===== config.mk =====
export PLATFORM = sky130hd
export DESIGN_NAME = instruction_fetcher
export DESIGN_NICKNAME = d
export VERILOG_FILES = /design/src/rtl/instruction_fetcher.sv
export SDC_FILE = /design/constraint.sdc
export NUM_CORES = 2
export LEC_CHECK = 0
export BUFFER_PORTS_ARGS = -buffer_cell sky130_fd_sc_hd__buf_2
export CAP_MARGIN = 20
export CORE_MARGIN = 8
export CORE_UTILIZATION = 30
export DETAILED_ROUTE_END_ITERATION = 10
export MAX_ROUTING_LAYER = met4
export SLEW_MARGIN = 30
export SYNTH_ARGS = -nofsm -noshare
export SYNTH_HDL_FRONTEND = slang
export SYNTH_SLANG_ARGS = --single-unit

===== constraint.sdc =====
create_clock -name clk_in -period 7.72 [get_ports clk_in]
set_input_delay 1.544 -clock clk_in [delete_from_list [all_inputs] [get_ports clk_in]]
set_output_delay 1.544 -clock clk_in [all_outputs]
set_load 0.005 [all_outputs]

===== src/rtl/instruction_fetcher.sv =====
// instruction_fetcher
//   Front-end fetch stage. Holds the PC, looks it up in a direct-mapped
//   instruction cache (one 32-bit word per entry) and issues at most one
//   instruction per cycle to the decoder with a static next-PC prediction.
//   On a miss it requests the word from the memory controller and waits.
//   Back-end full signals stall issue; ROB rollback redirects the PC.
//
// Ports
//   clk_in, rst_in          clock (rising edge), async active-low reset
//   rob_full_in, rs_full_in,
//   lsb_full_in             back-end full flags; any of them stalls issue
//   rob_rollback_in/_pc_in  redirect request and target PC
//   mc_request_out/addr_out word request to memory controller, held until ready
//   mc_ready_in/data_in     one-cycle fill pulse with the fetched word
//   fet_issue_out           one-cycle pulse, fet_* valid
//   fet_inst_out/pc_out/
//   fet_predict_pc_out      issued instruction, its PC, predicted next PC
module instruction_fetcher #(
    parameter int          ICACHE_INDEX_BITS = 6,
    parameter logic [31:0] RESET_PC          = 32'h0
) (
    input  logic        clk_in,
    input  logic        rst_in,
    input  logic        rob_full_in,
    input  logic        rs_full_in,
    input  logic        lsb_full_in,
    input  logic        rob_rollback_in,
    input  logic [31:0] rob_rollback_pc_in,
    output logic        mc_request_out,
    output logic [31:0] mc_addr_out,
    input  logic        mc_ready_in,
    input  logic [31:0] mc_data_in,
    output logic        fet_issue_out,
    output logic [31:0] fet_inst_out,
    output logic [31:0] fet_pc_out,
    output logic [31:0] fet_predict_pc_out
);

    localparam int ENTRIES  = 1 << ICACHE_INDEX_BITS;
    localparam int TAG_BITS = 32 - ICACHE_INDEX_BITS - 2;

    typedef enum logic {
        FETCH,
        MISS
    } state_t;

    state_t state;
    state_t state_next;

    logic [31:0] pc;
    logic [31:0] miss_addr;

    logic [ENTRIES-1:0]  cache_valid;
    logic [TAG_BITS-1:0] cache_tag  [ENTRIES];
    logic [31:0]         cache_data [ENTRIES];

    logic [ICACHE_INDEX_BITS-1:0] pc_index;
    logic [TAG_BITS-1:0]          pc_tag;
    logic [ICACHE_INDEX_BITS-1:0] fill_index;
    logic [TAG_BITS-1:0]          fill_tag;
    logic                         hit;
    logic [31:0]                  hit_word;
    logic                         stall;

    logic [31:0] imm_j;
    logic [31:0] imm_b;
    logic [31:0] predict_pc;

    logic issue_en;
    logic start_miss;
    logic fill_en;

    assign pc_index   = pc[ICACHE_INDEX_BITS+1:2];
    assign pc_tag     = pc[31:ICACHE_INDEX_BITS+2];
    assign fill_index = miss_addr[ICACHE_INDEX_BITS+1:2];
    assign fill_tag   = miss_addr[31:ICACHE_INDEX_BITS+2];
    assign hit        = cache_valid[pc_index] && (cache_tag[pc_index] == pc_tag);
    assign hit_word   = cache_data[pc_index];
    assign stall      = rob_full_in | rs_full_in | lsb_full_in;

    // Static prediction: JAL always taken, branches taken only when the
    // offset is negative (loop back-edges), everything else falls through.
    always_comb begin
        imm_j = {{12{hit_word[31]}}, hit_word[19:12], hit_word[20], hit_word[30:21], 1'b0};
        imm_b = {{20{hit_word[31]}}, hit_word[7], hit_word[30:25], hit_word[11:8], 1'b0};
        predict_pc = pc + 32'd4;
        if (hit_word[6:0] == 7'h6F) begin
            predict_pc = pc + imm_j;
        end else if (hit_word[6:0] == 7'h63 && imm_b[31]) begin
            predict_pc = pc + imm_b;
        end
    end

    // State register.
    always_ff @(posedge clk_in or negedge rst_in) begin
        if (!rst_in) begin
            state <= FETCH;
        end else begin
            state <= state_next;
        end
    end

    // Next-state logic. A rollback in FETCH keeps us in FETCH so the new PC
    // is looked up first; a rollback in MISS does not cancel the fill.
    always_comb begin
        state_next = state;
        case (state)
            FETCH: if (!rob_rollback_in && !hit) state_next = MISS;
            MISS:  if (mc_ready_in)              state_next = FETCH;
            default: state_next = FETCH;
        endcase
    end

    // Per-cycle control decoded from state and inputs.
    always_comb begin
        issue_en   = 1'b0;
        start_miss = 1'b0;
        fill_en    = 1'b0;
        case (state)
            FETCH: begin
                issue_en   = !rob_rollback_in && hit && !stall;
                start_miss = !rob_rollback_in && !hit;
            end
            MISS: fill_en = mc_ready_in;
            default: ;
        endcase
    end

    // PC, memory request and issue registers. Rollback overrides the PC in
    // either state; issue_en is already suppressed when a rollback is seen.
    always_ff @(posedge clk_in or negedge rst_in) begin
        if (!rst_in) begin
            pc                 <= RESET_PC;
            miss_addr          <= 32'h0;
            mc_request_out     <= 1'b0;
            fet_issue_out      <= 1'b0;
            fet_inst_out       <= 32'h0;
            fet_pc_out         <= 32'h0;
            fet_predict_pc_out <= 32'h0;
        end else begin
            fet_issue_out <= issue_en;
            if (rob_rollback_in) begin
                pc <= rob_rollback_pc_in;
            end else if (issue_en) begin
                pc <= predict_pc;
            end
            if (issue_en) begin
                fet_inst_out       <= hit_word;
                fet_pc_out         <= pc;
                fet_predict_pc_out <= predict_pc;
            end
            if (start_miss) begin
                miss_addr      <= {pc[31:2], 2'b00};
                mc_request_out <= 1'b1;
            end else if (fill_en) begin
                mc_request_out <= 1'b0;
            end
        end
    end

    assign mc_addr_out = miss_addr;

    // Valid bits need reset; tag and data arrays are qualified by them.
    always_ff @(posedge clk_in or negedge rst_in) begin
        if (!rst_in) begin
            cache_valid <= '0;
        end else if (fill_en) begin
            cache_valid[fill_index] <= 1'b1;
        end
    end

    always_ff @(posedge clk_in) begin
        if (fill_en) begin
            cache_tag[fill_index]  <= fill_tag;
            cache_data[fill_index] <= mc_data_in;
        end
    end

endmodule


==> reports/summary.md <==
The run gives 0 as the number of pins with negative max-slew slack in the final report. The routed design has 490,600 um of wire. For the final routed database, the setup TNS stands at 0 ns. Cell count of the worst reg-to-reg path: 14. Transition time at the pin with the least slew margin: 1.087 ns.

Summed over all nets, the switching power comes to 11.62 mW. Setup violations remaining at the end of the flow were counted as 0. Once placement completed, the tool counted placed cells totaling 13,780. After synthesis the cells add up to 149,300 sq um.

The number of buffers and inverters on the critical path came out at 5. In this run the remaining antenna-violating nets after routing total 0. The post-synthesis cell type with the largest combined area was sky130_fd_sc_hd__edfxtp_1. The number of antenna violations at the first check in global routing is 34, and the flip-flop and latch count after synthesis is 3,808. The worst endpoint required time is 8.55 ns, and the ratio of final minimum period to clock period is 0.8989.

The die is 721.5 um tall. Gate family responsible for the most delay along the worst path: buffers and inverters. Share of synthesized flip-flops with an asynchronous set or reset: 0.05882.

The sequential share of the synthesized area was 0.7583. Clock tree synthesis found a total of 3,808 sinks. The number of distinct standard cells referenced by the synthesized netlist is 87.

By count the netlist is led by 3,584 x sky130_fd_sc_hd__edfxtp_1, 923 x sky130_fd_sc_hd__mux4_2, 241 x sky130_fd_sc_hd__mux2i_1. In this run the most critical hold path is launched from cache_valid[17]. The share of power burned in combinational logic came out at 0.110. Cell depth of the worst min-delay path: 1.

The achievable frequency came out at 0.1441 GHz. The clock network power share came out at 0.386. The logs give 0.06026 ns for the final setup skew and 0.98 ns for the clock latency on the worst-skew pair. After the last flow step, the layout net total stands at 7,636. Overall die area: 520,500 sq um. The run gives 201 as the I/O pin total. The tightest slew margin relative to the limit was 0.2662; the leakage power total was 55.33 nW.

The initialized floorplan defines 259 standard-cell rows. The internal power of the cells totals 35.73 mW. Worst stage delay on the critical path: 1.00 ns. For this run, the leading register cell type out of synthesis is sky130_fd_sc_hd__edfxtp_1. The wire-length estimate of the detail-placed layout is 280,700 um. Max-cap violations in this run came to 0. The first global-routing pass estimated 665,700 um of wire. After synthesis, the mean cell area works out to 21.34 sq um.

After the flow finishes, the layout carries non-filler instances totaling 14,510. The tools report the global router's overall resource usage as 0.1871. The setup path with the least slack is of type reg2reg.

Setup repair after global routing left no endpoint under its margin. The x dimension of the die came out at 721.5 um. The class of the tightest hold or removal check was reg2reg. In this run, the number of DRC markers left after iteration 0 of detailed routing was 12,040.

The area overhead of the layout relative to synthesis works out to 16.09%. For the via count of the first global-routing pass, the log shows 78,940. The post-route total power came out at 47.34 mW. The tools report the clock tree root driver cell as sky130_fd_sc_hd__clkbuf_16. VDD sags by at most 0.2068 mV.

The share of cells above drive strength 1 was 0.2947; the hold violation total from the final report was 0. Number of clock buffers inserted by TritonCTS: 386. On the critical path, the stage with the largest delay is an instance of sky130_fd_sc_hd__o311ai_0. The sequential group share of total power was 0.505; the switching part of the total was 0.2453. The tools report the hold-critical path endpoint as cache_valid[17]. The most frequent cell on the critical path is sky130_fd_sc_hd__buf_4. STA classifies the critical path startpoint as a register. Fraction of post-synthesis cell area in the top cell type by area: 0.7208. After synthesis, the cell types taking the most area are sky130_fd_sc_hd__edfxtp_1 72%, sky130_fd_sc_hd__mux4_2 14%, sky130_fd_sc_hd__dfrtp_1 3.8%, sky130_fd_sc_hd__mux2i_1 1.6%, sky130_fd_sc_hd__mux2_2 0.92%. TritonCTS built the clock tree.

The quantity of gates resized following cts came out at 0. Dividing the detail-routed via count by the number of cells gives 5.532. For the residual DRC count, the log shows 0. The worst register-to-register path begins at pc[2].

Synthesis handed over a netlist of 6,998 instances. The pin count of the biggest net entering global routing is 114. Buffers placed on the I/O ports in this run total 198. The endpoint identified for the worst register-to-register timing path is pc[3]. The clock tree buffer depth is 4, and the power density over the cells is 273.1 nW/um^2. Summing over every cut layer, the via total after detailed routing is 80,240. For the initial standard-cell utilization of the core, the log shows 0.3006. The synthesized design contains 3,584 enable-type register cells.

For the worst setup path, the data arrival time is 7.77 ns. The worst setup path is captured at a register. For flop-to-flop paths, the worst setup slack is 0.78 ns.

The H-tree generated during clock tree synthesis spans 5 levels. The maximum fanout along the worst path is 67, and the final weighted congestion of routability-driven global placement is 0.8842. After layout, the minimum clock period comes to 6.939 ns.

After floorplanning, the core was sized to cover 496,800 sq um. The run finished with clean final reports. In the final routed layout, each cell accounts on average for 33.82 um. The Yosys warning count was 0. Buffers inserted to repair hold after CTS numbered 0. Traced cell by cell, the critical path runs through buf_4, buf_12, buf_4, mux4_2, o22ai_1, nor2_1, o21ai_0, nor4_1, buf_4, o2111ai_4, buf_4, o311ai_0, o211ai_1, o311ai_1. In the post-synthesis netlist, the cell with the most instances is sky130_fd_sc_hd__edfxtp_1. The pre-antenna-repair detailed-routing pass consisted of 6 iterations. The run gives 0 as the post-CTS setup-driven buffer insertion count. The clock-pin transition on the worst setup and hold timing paths is 0.07 ns. The tools report the final global-route overflow total as 0.
[routing by layer]
metal  GRT usage  part of all wire  up-vias
met5           -                 0        -
met1      0.2397              0.38    43920
li1            -                 -    30460
met2      0.3014              0.48     4895
met3     0.03316              0.10      970
met4     0.06397             0.041        0
[per-stage QoR]
step,setup WS [ns],utilization,hold slack [ns],cell area (sq um)
floorplan,0.8813,-,0.4337,149300
global placement,0.7863,0.3229,0.4454,160400
detailed placement,0.8160,0.3240,0.4477,160900
CTS,0.7554,0.3485,0.4609,173100
global route,0.5513,0.3489,0.4679,173300
finish,0.7808,0.3489,0.4608,173300
[worst max path at each step]
stage / to / start / cells past startpoint
after floorplan: pc[24] / pc[2] / 25
after CTS: pc[10] / pc[2] / 16
after global routing: pc[3] / pc[2] / 14
after detailed placement: pc[10] / pc[2] / 16
after global placement: pc[10] / pc[2] / 16
final: pc[3] / pc[2] / 14
[cell type report]
type | count | area, sq um
Antenna cell | 17 | 42.54
Clock buffer | 504 | 10470
Clock inverter | 198 | 1718
Fill cell | 45490 | 323500
Inverter | 56 | 220.2
Multi-Input combinational cell | 2748 | 34520
Sequential cell | 3808 | 113300
Tap cell | 6655 | 8327
Timing Repair Buffer | 519 | 4745
[worst register-to-register path, cell delays in order (launching register included)]
cell and delay, ns:
sky130_fd_sc_hd__dfrtp_4 0.90, sky130_fd_sc_hd__buf_4 0.43, sky130_fd_sc_hd__buf_12 0.46, sky130_fd_sc_hd__buf_4 0.77, sky130_fd_sc_hd__mux4_2 0.38, sky130_fd_sc_hd__o22ai_1 0.09, sky130_fd_sc_hd__nor2_1 0.48, sky130_fd_sc_hd__o21ai_0 0.37
sky130_fd_sc_hd__nor4_1 0.58, sky130_fd_sc_hd__buf_4 0.28, sky130_fd_sc_hd__o2111ai_4 0.23, sky130_fd_sc_hd__buf_4 0.39, sky130_fd_sc_hd__o311ai_0 1.03, sky130_fd_sc_hd__o211ai_1 0.26, sky130_fd_sc_hd__o311ai_1 0.19
[sequential cells by signal, summed over array words and instances, names as in the netlist]
| register | count |
|---|---|
| cache_data | 2048 |
| cache_tag | 1536 |
| cache_valid | 64 |
| fet_inst_out | 32 |
| fet_pc_out | 32 |
| pc | 32 |
| fet_predict_pc_out | 31 |
| mc_addr_out | 30 |
| fet_issue_out | 1 |
| mc_request_out | 1 |
| state | 1 |
[cell usage in the layout, fill, tap and decap left out, types with 65 or more instances in the layout]
cell type / instances
sky130_fd_sc_hd__edfxtp_1: 3584
sky130_fd_sc_hd__mux4_2: 923
sky130_fd_sc_hd__clkbuf_16: 395
sky130_fd_sc_hd__buf_4: 255
sky130_fd_sc_hd__mux2i_1: 241
sky130_fd_sc_hd__dfrtp_1: 194
sky130_fd_sc_hd__buf_2: 168
sky130_fd_sc_hd__nand2_1: 163
sky130_fd_sc_hd__mux2_2: 122
sky130_fd_sc_hd__a22oi_1: 91
sky130_fd_sc_hd__clkbuf_1: 91
sky130_fd_sc_hd__a21oi_1: 88
sky130_fd_sc_hd__nor2_1: 87
sky130_fd_sc_hd__clkinv_1: 81
sky130_fd_sc_hd__o21ai_0: 80
sky130_fd_sc_hd__buf_12: 75
sky130_fd_sc_hd__or2_2: 70
sky130_fd_sc_hd__o22ai_1: 69
sky130_fd_sc_hd__nand3_1: 67
sky130_fd_sc_hd__nor2_4: 65
[power by group through the flow]
stage	sequential, mW	combinational [mW]	clock [mW]
after floorplan	24.4	2.78	0
after CTS	23.9	5.17	18.4
final	23.9	5.19	18.3
after global routing	23.9	5.45	19.2
after detailed placement	24.3	5.16	0
after global placement	24.3	5.05	0
[cell families after synthesis]
logic type / Yosys count / share of synthesized area
AOI/OAI and AO/OA: 650 / 0.03063
and+or+nand+nor: 691 / 0.02356
other: 1 / 0.00002512
adders and majority gates: 46 / 0.003955
xor gates and xnor gates: 73 / 0.004282
buffers and inverters: 443 / 0.01462
muxes: 1286 / 0.1646
DFF: 3808 / 0.7583
No activity file was read; power rests on OpenSTA's default activity.
